==> src/rtl/dct_arith_pkg.sv <==
// Shared arithmetic helpers for the DCT8 datapath (adder, butterfly, accumulator).
package dct_arith_pkg;

  localparam logic OP_ADD = 1'b0;
  localparam logic OP_SUB = 1'b1;

  // Bit patterns of the largest / smallest two's-complement value of width w.
  function automatic logic [63:0] sat_max(input int unsigned w);
    return (64'd1 << (w - 1)) - 64'd1;
  endfunction

  function automatic logic [63:0] sat_min(input int unsigned w);
    return 64'd1 << (w - 1);
  endfunction

  function automatic int unsigned clog2(input int unsigned v);
    int unsigned r;
    r = 0;
    for (int i = 0; i < 32; i++) begin
      if ((64'd1 << r) < 64'(v)) r = r + 1;
    end
    return r;
  endfunction

endpackage

==> src/rtl/seg_pipe_adder_if.sv <==
// Operand/result handshake bundle for seg_pipe_adder.
interface seg_pipe_adder_if #(
  parameter int WIDTH = 16
) ();
  logic             in_valid;
  logic             in_ready;
  logic [WIDTH-1:0] a;
  logic [WIDTH-1:0] b;
  logic             cin;
  logic             sub;
  logic             out_valid;
  logic             out_ready;
  logic [WIDTH-1:0] sum;
  logic             cout;
  logic             ovf;

  modport master (
    output in_valid, a, b, cin, sub, out_ready,
    input  in_ready, out_valid, sum, cout, ovf
  );

  modport slave (
    input  in_valid, a, b, cin, sub, out_ready,
    output in_ready, out_valid, sum, cout, ovf
  );
endinterface

==> src/rtl/seg_add_stage.sv <==
// One segment of the pipelined adder: SEG-bit add with registered sum, carry and valid.
module seg_add_stage #(
  parameter int SEG = 8
) (
  input  logic           clk,
  input  logic           rst,
  input  logic           i_adv,
  input  logic           i_vld,
  input  logic [SEG-1:0] i_a,
  input  logic [SEG-1:0] i_b,
  input  logic           i_c,
  input  logic           i_ovr,
  input  logic [SEG-1:0] i_ovr_val,
  output logic [SEG-1:0] o_raw,
  output logic [SEG-1:0] o_sum,
  output logic           o_cout,
  output logic           o_vld
);
  logic [SEG:0]   w_full;
  logic [SEG-1:0] r_sum;
  logic           r_cout;
  logic           r_vld;

  assign w_full = {1'b0, i_a} + {1'b0, i_b} + {{SEG{1'b0}}, i_c};
  // Unregistered segment sum lets the top derive overflow in the final stage.
  assign o_raw  = w_full[SEG-1:0];

  always_ff @(posedge clk) begin
    if (rst) begin
      r_sum  <= '0;
      r_cout <= 1'b0;
      r_vld  <= 1'b0;
    end else if (i_adv) begin
      r_sum  <= i_ovr ? i_ovr_val : w_full[SEG-1:0];
      r_cout <= w_full[SEG];
      r_vld  <= i_vld;
    end
  end

  assign o_sum  = r_sum;
  assign o_cout = r_cout;
  assign o_vld  = r_vld;
endmodule

==> src/rtl/seg_pipe_adder.sv <==
// Pipelined segmented add/subtract with valid/ready and signed overflow.
// Define SEG_PIPE_ADDER_SAT_EN to saturate the result on signed overflow.
module seg_pipe_adder
  import dct_arith_pkg::*;
#(
  parameter int WIDTH  = 16,
  parameter int STAGES = 2
) (
  input logic             clk,
  input logic             rst,
  seg_pipe_adder_if.slave bus
);
  localparam int SEG = WIDTH / STAGES;
  localparam int MSB = WIDTH - 1;
`ifdef SEG_PIPE_ADDER_SAT_EN
  localparam bit SAT_EN = 1'b1;
`else
  localparam bit SAT_EN = 1'b0;
`endif
  localparam logic [WIDTH-1:0] SAT_P = WIDTH'(sat_max(WIDTH));
  localparam logic [WIDTH-1:0] SAT_N = WIDTH'(sat_min(WIDTH));

  logic                          w_adv;
  logic                          w_sub;
  logic                          w_c0;
  logic [STAGES-1:0][WIDTH-1:0]  w_a_in, w_b_in, r_a, r_b;
  logic [STAGES-1:0][WIDTH-1:0]  w_lo_nxt, r_lo;
  logic [STAGES-1:0][SEG-1:0]    w_seg_raw, w_seg_sum;
  logic [STAGES-1:0]             w_c_in, w_cout;
  logic [STAGES:0]               w_vld_pipe;
  logic                          w_a_msb, w_b_msb, w_ovf_nxt, w_ovr, r_ovf;
  logic [WIDTH-1:0]              w_sat_val;

  function automatic logic [WIDTH-1:0] put_seg(input logic [WIDTH-1:0] base,
                                               input logic [SEG-1:0]   seg,
                                               input int               idx);
    logic [WIDTH-1:0] r;
    r = base;
    r[idx*SEG +: SEG] = seg;
    return r;
  endfunction

  assign w_adv         = !w_vld_pipe[STAGES] || bus.out_ready;
  assign bus.in_ready  = w_adv || rst;
  assign w_sub         = (bus.sub == OP_SUB);
  assign w_c0          = bus.cin ^ w_sub;
  assign w_vld_pipe[0] = bus.in_valid;

  // Stage k sees operands skewed by k registers; carry comes from stage k-1.
  always_comb begin
    w_a_in    = '0;
    w_b_in    = '0;
    w_c_in    = '0;
    w_a_in[0] = bus.a;
    w_b_in[0] = w_sub ? ~bus.b : bus.b;
    w_c_in[0] = w_c0;
    for (int k = 1; k < STAGES; k++) begin
      w_a_in[k] = r_a[k-1];
      w_b_in[k] = r_b[k-1];
      w_c_in[k] = w_cout[k-1];
    end
  end

  // Operand MSBs are in the last stage's segment, so overflow resolves there.
  assign w_a_msb   = w_a_in[STAGES-1][MSB];
  assign w_b_msb   = w_b_in[STAGES-1][MSB];
  assign w_ovf_nxt = (w_a_msb == w_b_msb) && (w_seg_raw[STAGES-1][SEG-1] != w_a_msb);
  assign w_ovr     = SAT_EN && w_ovf_nxt;
  assign w_sat_val = w_a_msb ? SAT_N : SAT_P;

  // Deskew: r_lo[k] carries the finished segments below k alongside stage k.
  always_comb begin
    w_lo_nxt = '0;
    for (int k = 1; k < STAGES; k++) begin
      w_lo_nxt[k] = put_seg(r_lo[k-1], w_seg_sum[k-1], k - 1);
    end
    if (w_ovr) w_lo_nxt[STAGES-1] = w_sat_val;
  end

  always_ff @(posedge clk) begin
    if (rst) begin
      r_a   <= '0;
      r_b   <= '0;
      r_lo  <= '0;
      r_ovf <= 1'b0;
    end else if (w_adv) begin
      r_a   <= w_a_in;
      r_b   <= w_b_in;
      r_lo  <= w_lo_nxt;
      r_ovf <= w_ovf_nxt;
    end
  end

  for (genvar k = 0; k < STAGES; k++) begin : g_stage
    seg_add_stage #(.SEG(SEG)) u_stage (
      .clk       (clk),
      .rst       (rst),
      .i_adv     (w_adv),
      .i_vld     (w_vld_pipe[k]),
      .i_a       (w_a_in[k][k*SEG +: SEG]),
      .i_b       (w_b_in[k][k*SEG +: SEG]),
      .i_c       (w_c_in[k]),
      .i_ovr     ((k == STAGES - 1) && w_ovr),
      .i_ovr_val (w_sat_val[k*SEG +: SEG]),
      .o_raw     (w_seg_raw[k]),
      .o_sum     (w_seg_sum[k]),
      .o_cout    (w_cout[k]),
      .o_vld     (w_vld_pipe[k+1])
    );
  end

  assign bus.out_valid = w_vld_pipe[STAGES];
  assign bus.sum       = put_seg(r_lo[STAGES-1], w_seg_sum[STAGES-1], STAGES - 1);
  assign bus.cout      = w_cout[STAGES-1];
  assign bus.ovf       = r_ovf;
endmodule

==> src/flat_wrapper.sv <==
// flat-port wrapper written by rule: the top's interface ports become plain ports
module seg_pipe_adder_flat import dct_arith_pkg::*;
#(
  parameter int WIDTH  = 16,
  parameter int STAGES = 2
)
  (clk, rst, bus_in_valid, bus_a, bus_b, bus_cin, bus_sub, bus_out_ready, bus_in_ready, bus_out_valid, bus_sum, bus_cout, bus_ovf);
  seg_pipe_adder_if #(.WIDTH(WIDTH)) bus_i ();
  input logic clk;
  input logic rst;
  input wire logic [$bits(bus_i.in_valid)-1:0] bus_in_valid;
  input wire logic [$bits(bus_i.a)-1:0] bus_a;
  input wire logic [$bits(bus_i.b)-1:0] bus_b;
  input wire logic [$bits(bus_i.cin)-1:0] bus_cin;
  input wire logic [$bits(bus_i.sub)-1:0] bus_sub;
  input wire logic [$bits(bus_i.out_ready)-1:0] bus_out_ready;
  output wire logic [$bits(bus_i.in_ready)-1:0] bus_in_ready;
  output wire logic [$bits(bus_i.out_valid)-1:0] bus_out_valid;
  output wire logic [$bits(bus_i.sum)-1:0] bus_sum;
  output wire logic [$bits(bus_i.cout)-1:0] bus_cout;
  output wire logic [$bits(bus_i.ovf)-1:0] bus_ovf;
  assign bus_i.in_valid = bus_in_valid;
  assign bus_i.a = bus_a;
  assign bus_i.b = bus_b;
  assign bus_i.cin = bus_cin;
  assign bus_i.sub = bus_sub;
  assign bus_i.out_ready = bus_out_ready;
  assign bus_in_ready = bus_i.in_ready;
  assign bus_out_valid = bus_i.out_valid;
  assign bus_sum = bus_i.sum;
  assign bus_cout = bus_i.cout;
  assign bus_ovf = bus_i.ovf;
  seg_pipe_adder #(.WIDTH(WIDTH), .STAGES(STAGES)) u_core (.clk(clk), .rst(rst), .bus(bus_i));
endmodule
==> config.mk <==
export PLATFORM = sky130hd
export DESIGN_NAME = seg_pipe_adder_flat
export DESIGN_NICKNAME = d
export VERILOG_FILES = /design/src/rtl/dct_arith_pkg.sv /design/src/rtl/seg_pipe_adder_if.sv /design/src/rtl/seg_add_stage.sv /design/src/rtl/seg_pipe_adder.sv /design/src/flat_wrapper.sv
export SDC_FILE = /design/constraint.sdc
export NUM_CORES = 1
export LEC_CHECK = 0
export BUFFER_PORTS_ARGS = -buffer_cell sky130_fd_sc_hd__buf_2
export CAP_MARGIN = 10
export CORE_MARGIN = 1.5
export CORE_UTILIZATION = 40
export CTS_CLUSTER_SIZE = 10
export DETAILED_ROUTE_END_ITERATION = 12
export PLACE_DENSITY = 0.71
export SYNTH_ARGS = -nofsm -noshare
export SYNTH_HDL_FRONTEND = slang
export SYNTH_SLANG_ARGS = --single-unit
==> constraint.sdc <==
create_clock -name clk -period 4.2 [get_ports clk]
set_clock_uncertainty 0.15 [all_clocks]
set_input_delay 0.84 -clock clk [delete_from_list [all_inputs] [get_ports clk]]
set_output_delay 0.84 -clock clk [all_outputs]
set_load 0.02 [all_outputs]
==> results.sh <==
export IMPL_status="completed"
export IMPL_htreeDepth=2
export IMPL_die_area_sq_mm=0.006408
export IMPL_multi_input_area_sq_mm=0.001396
export IMPL_num_rows=27
export IMPL_routedWlPerCell_um=12.96
export IMPL_synth_avg_cell_area_sq_um=8.667
export IMPL_die_h_um=80.05
export IMPL_antennaDiodeCount=0
export IMPL_cts_setup_buffers=0
export IMPL_cap_violations=0
export IMPL_initialDrtViolationCount=172
export IMPL_yosysTopAreaCell="dfxtp_1"
export IMPL_clockBufferDepth=2
export IMPL_drive_above_1_share=0.2322
export IMPL_finalSetupTns_ns=0
export IMPL_async_flop_share=0
export IMPL_cts_buffers=5
export IMPL_grt_pass1_vias=1816
export IMPL_ys_types=35
export IMPL_period_minus_slack_ns=2.867
export IMPL_track_usage=0.1693
export IMPL_clk_insertion_delay_late_ns=0.30
export IMPL_cp_max_fo=3
export IMPL_critical_path_arrival_ns=2.87
export IMPL_whs_ns=0.2974
export IMPL_swShare=0.2941
export IMPL_vias=2021
export IMPL_rsz0062_at_grt="false"
export IMPL_grt_overflow=0
export IMPL_combPwrFrac=0.239
export IMPL_syn_nets=330
export IMPL_seq_power_share=0.451
export IMPL_post_cts_resized=0
export IMPL_drtAntennaViolNets=0
export IMPL_crit_path_start_kind="input port"
export IMPL_vias_per_cell=5.116
export IMPL_p_int_mw=0.7845
export IMPL_antenna_found_initial=0
export IMPL_synth_top_flop_cell="dfxtp_1"
export IMPL_nets=378
export IMPL_ioPinCount=58
export IMPL_powerDensity_mw_per_mm2=394.8
export IMPL_final_cells=395
export IMPL_synthToLayoutAreaGrowth_pct=18.55
export IMPL_drc=0
export IMPL_dr_pass1_iters=4
export IMPL_start_util=0.4235
export IMPL_synth_top_area_share=0.3793
export IMPL_yosys_warnings=0
export IMPL_netlist_instances=274
export IMPL_wl_mm=5.118
export IMPL_place_inst=387
export IMPL_hpwlAfterDp_mm=3.751
export IMPL_die_w_um=80.05
export IMPL_cellLeakagePower_nw=1.259
export IMPL_grt_first_pass_wirelength_mm=8.424
export IMPL_io_buffer_count=57
export IMPL_hold_path_class="register to register"
export IMPL_cts_root_buf="clkbuf_8"
export IMPL_seq_area_frac_synth=0.3793
export IMPL_max_freq_mhz=348.8
export IMPL_coreArea_sq_mm=0.005608
export IMPL_setup_viol=0
export IMPL_max_slew_margin=0.3710
export IMPL_gp_congestion=0.8121
export IMPL_fill_cells=576
export IMPL_regArea_sq_um=900.9
export IMPL_tritoncts="yes"
export IMPL_clk_pin_slew_worst_paths_ns=0.08
export IMPL_required_ns=4.21
export IMPL_path_class="input port to register"
export IMPL_ir_worst_vdd_v=0.0001848
export IMPL_syn_area_sq_mm=0.002375
export IMPL_maxSlewViolCount=0
export IMPL_synth_area_leaders="dfxtp_1 (38%), nand2_1 (8.4%), ha_1 (7.4%)"
export IMPL_ys_seq_elements=45
export IMPL_grt_max_degree=60
export IMPL_synth_edff_count=0
export IMPL_hold_viol=0
export IMPL_clock_sinks=45
export IMPL_p_clk_frac=0.310
export IMPL_min_period_over_period=0.6825
export IMPL_cts_hold_buf=0
export IMPL_power_net_switching_mw=0.3269
export IMPL_worst_pin_slew_ns=0.9436
export IMPL_worstSetupEndpointType="register"
## power by group through the flow
stage                     Clock (mW)  Combinational, mW  Sequential (mW)
after detailed placement           0              0.266            0.511
after floorplan                    0              0.168            0.530
after global routing           0.368              0.298            0.508
after global placement             0              0.260            0.509
final                          0.345              0.266            0.501
after CTS                      0.354              0.268            0.501
## kinds of logic (layout without fill, tap and decap cells)
kind of cell,Yosys count,count (layout),synth area share
AND/OR/NAND/NOR,99,99,0.2023
adder cells (fa/ha/maj),18,18,0.1075
XOR/XNOR,20,20,0.07376
buffers and inverters,19,68,0.03477
AO/OA/AOI/OAI,72,72,0.1981
flip-flops,45,45,0.3793
multiplexers,1,1,0.004215
## metal layers
layer,vias up,wire length (um),GRT usage
met4,0,70,0.06897
li1,1062,-,-
met5,-,0,0
met3,5,280,0.04205
met1,907,2570,0.2339
met2,47,2197,0.2504
## flip-flops by register name, summed over array words and instances (netlist names)
signal	cells
u_core.bus.ovf	1
u_core.g_stage.u_stage.o_vld	2
u_core.g_stage.u_stage.o_sum	16
u_core.r_b	8
u_core.bus.sum	8
u_core.r_a	8
u_core.g_stage.u_stage.o_cout	2
## area by class of cell
class                   instances  share of cell area
multi-input cells             210              0.4960
flip-flops and latches         45              0.3200
repair buffers                 60              0.1093
well taps                      72             0.03200
clock buffers                   6             0.02933
clock inverters                 2             0.01333
## layout by cell type, fill, tap and decap left out, types with 6 or more instances in the layout
cell type,instances
nand3b_1,6
xor2_1,9
a211oi_1,12
ha_1,14
nand2_1,53
buf_2,57
xnor2_1,11
dfxtp_1,45
a21oi_1,31
nor2_1,12
clkbuf_8,6
## path summary, 6_finish.rpt
kind	from	endpoint	slack (ns)	cells past startpoint
setup / recovery	bus_sub	u_core.g_stage[0].u_stage.o_cout	1.33	9
hold / removal	u_core.bus.sum[3]	u_core.bus.sum[3]	0.30	2
setup reg to reg	u_core.r_a[8]	u_core.g_stage[1].u_stage.o_cout	1.78	7
hold reg to reg	u_core.bus.sum[3]	u_core.bus.sum[3]	0.30	2
## cell usage after synthesis, types with 3 or more instances
library cell	instances
a211o_1	4
a211oi_1	12
a21o_1	5
a21oi_1	31
buf_2	6
clkbuf_1	11
dfxtp_1	45
fa_1	4
ha_1	14
nand2_1	53
nand2b_1	4
nand3_1	5
nand3b_1	6
nand4b_1	4
nor2_1	12
nor3_1	4
o211ai_1	4
o21ai_0	5
o21bai_1	3
or4_1	5
xnor2_1	11
xor2_1	9
## worst max-delay path, stage by stage
cell	delay (ns)
buf_2	0.13
xor2_1	0.18
fa_1	0.45
fa_1	0.44
a211oi_1	0.29
o21bai_1	0.12
a21oi_1	0.21
nand2b_1	0.13
a221oi_1	0.07
## stage by stage
stage	area [sq um]	setup slack, ns	total power [mW]	util
after global routing	2815	1.154	1.174	0.5020
after detailed placement	2695	1.016	0.7772	0.4806
after global placement	2695	1.083	0.7689	0.4806
final	2815	1.333	1.111	0.5020
after floorplan	2375	0.9747	0.6980	-
after CTS	2815	1.332	1.123	0.5020
Power figures use the tool's default switching activity.
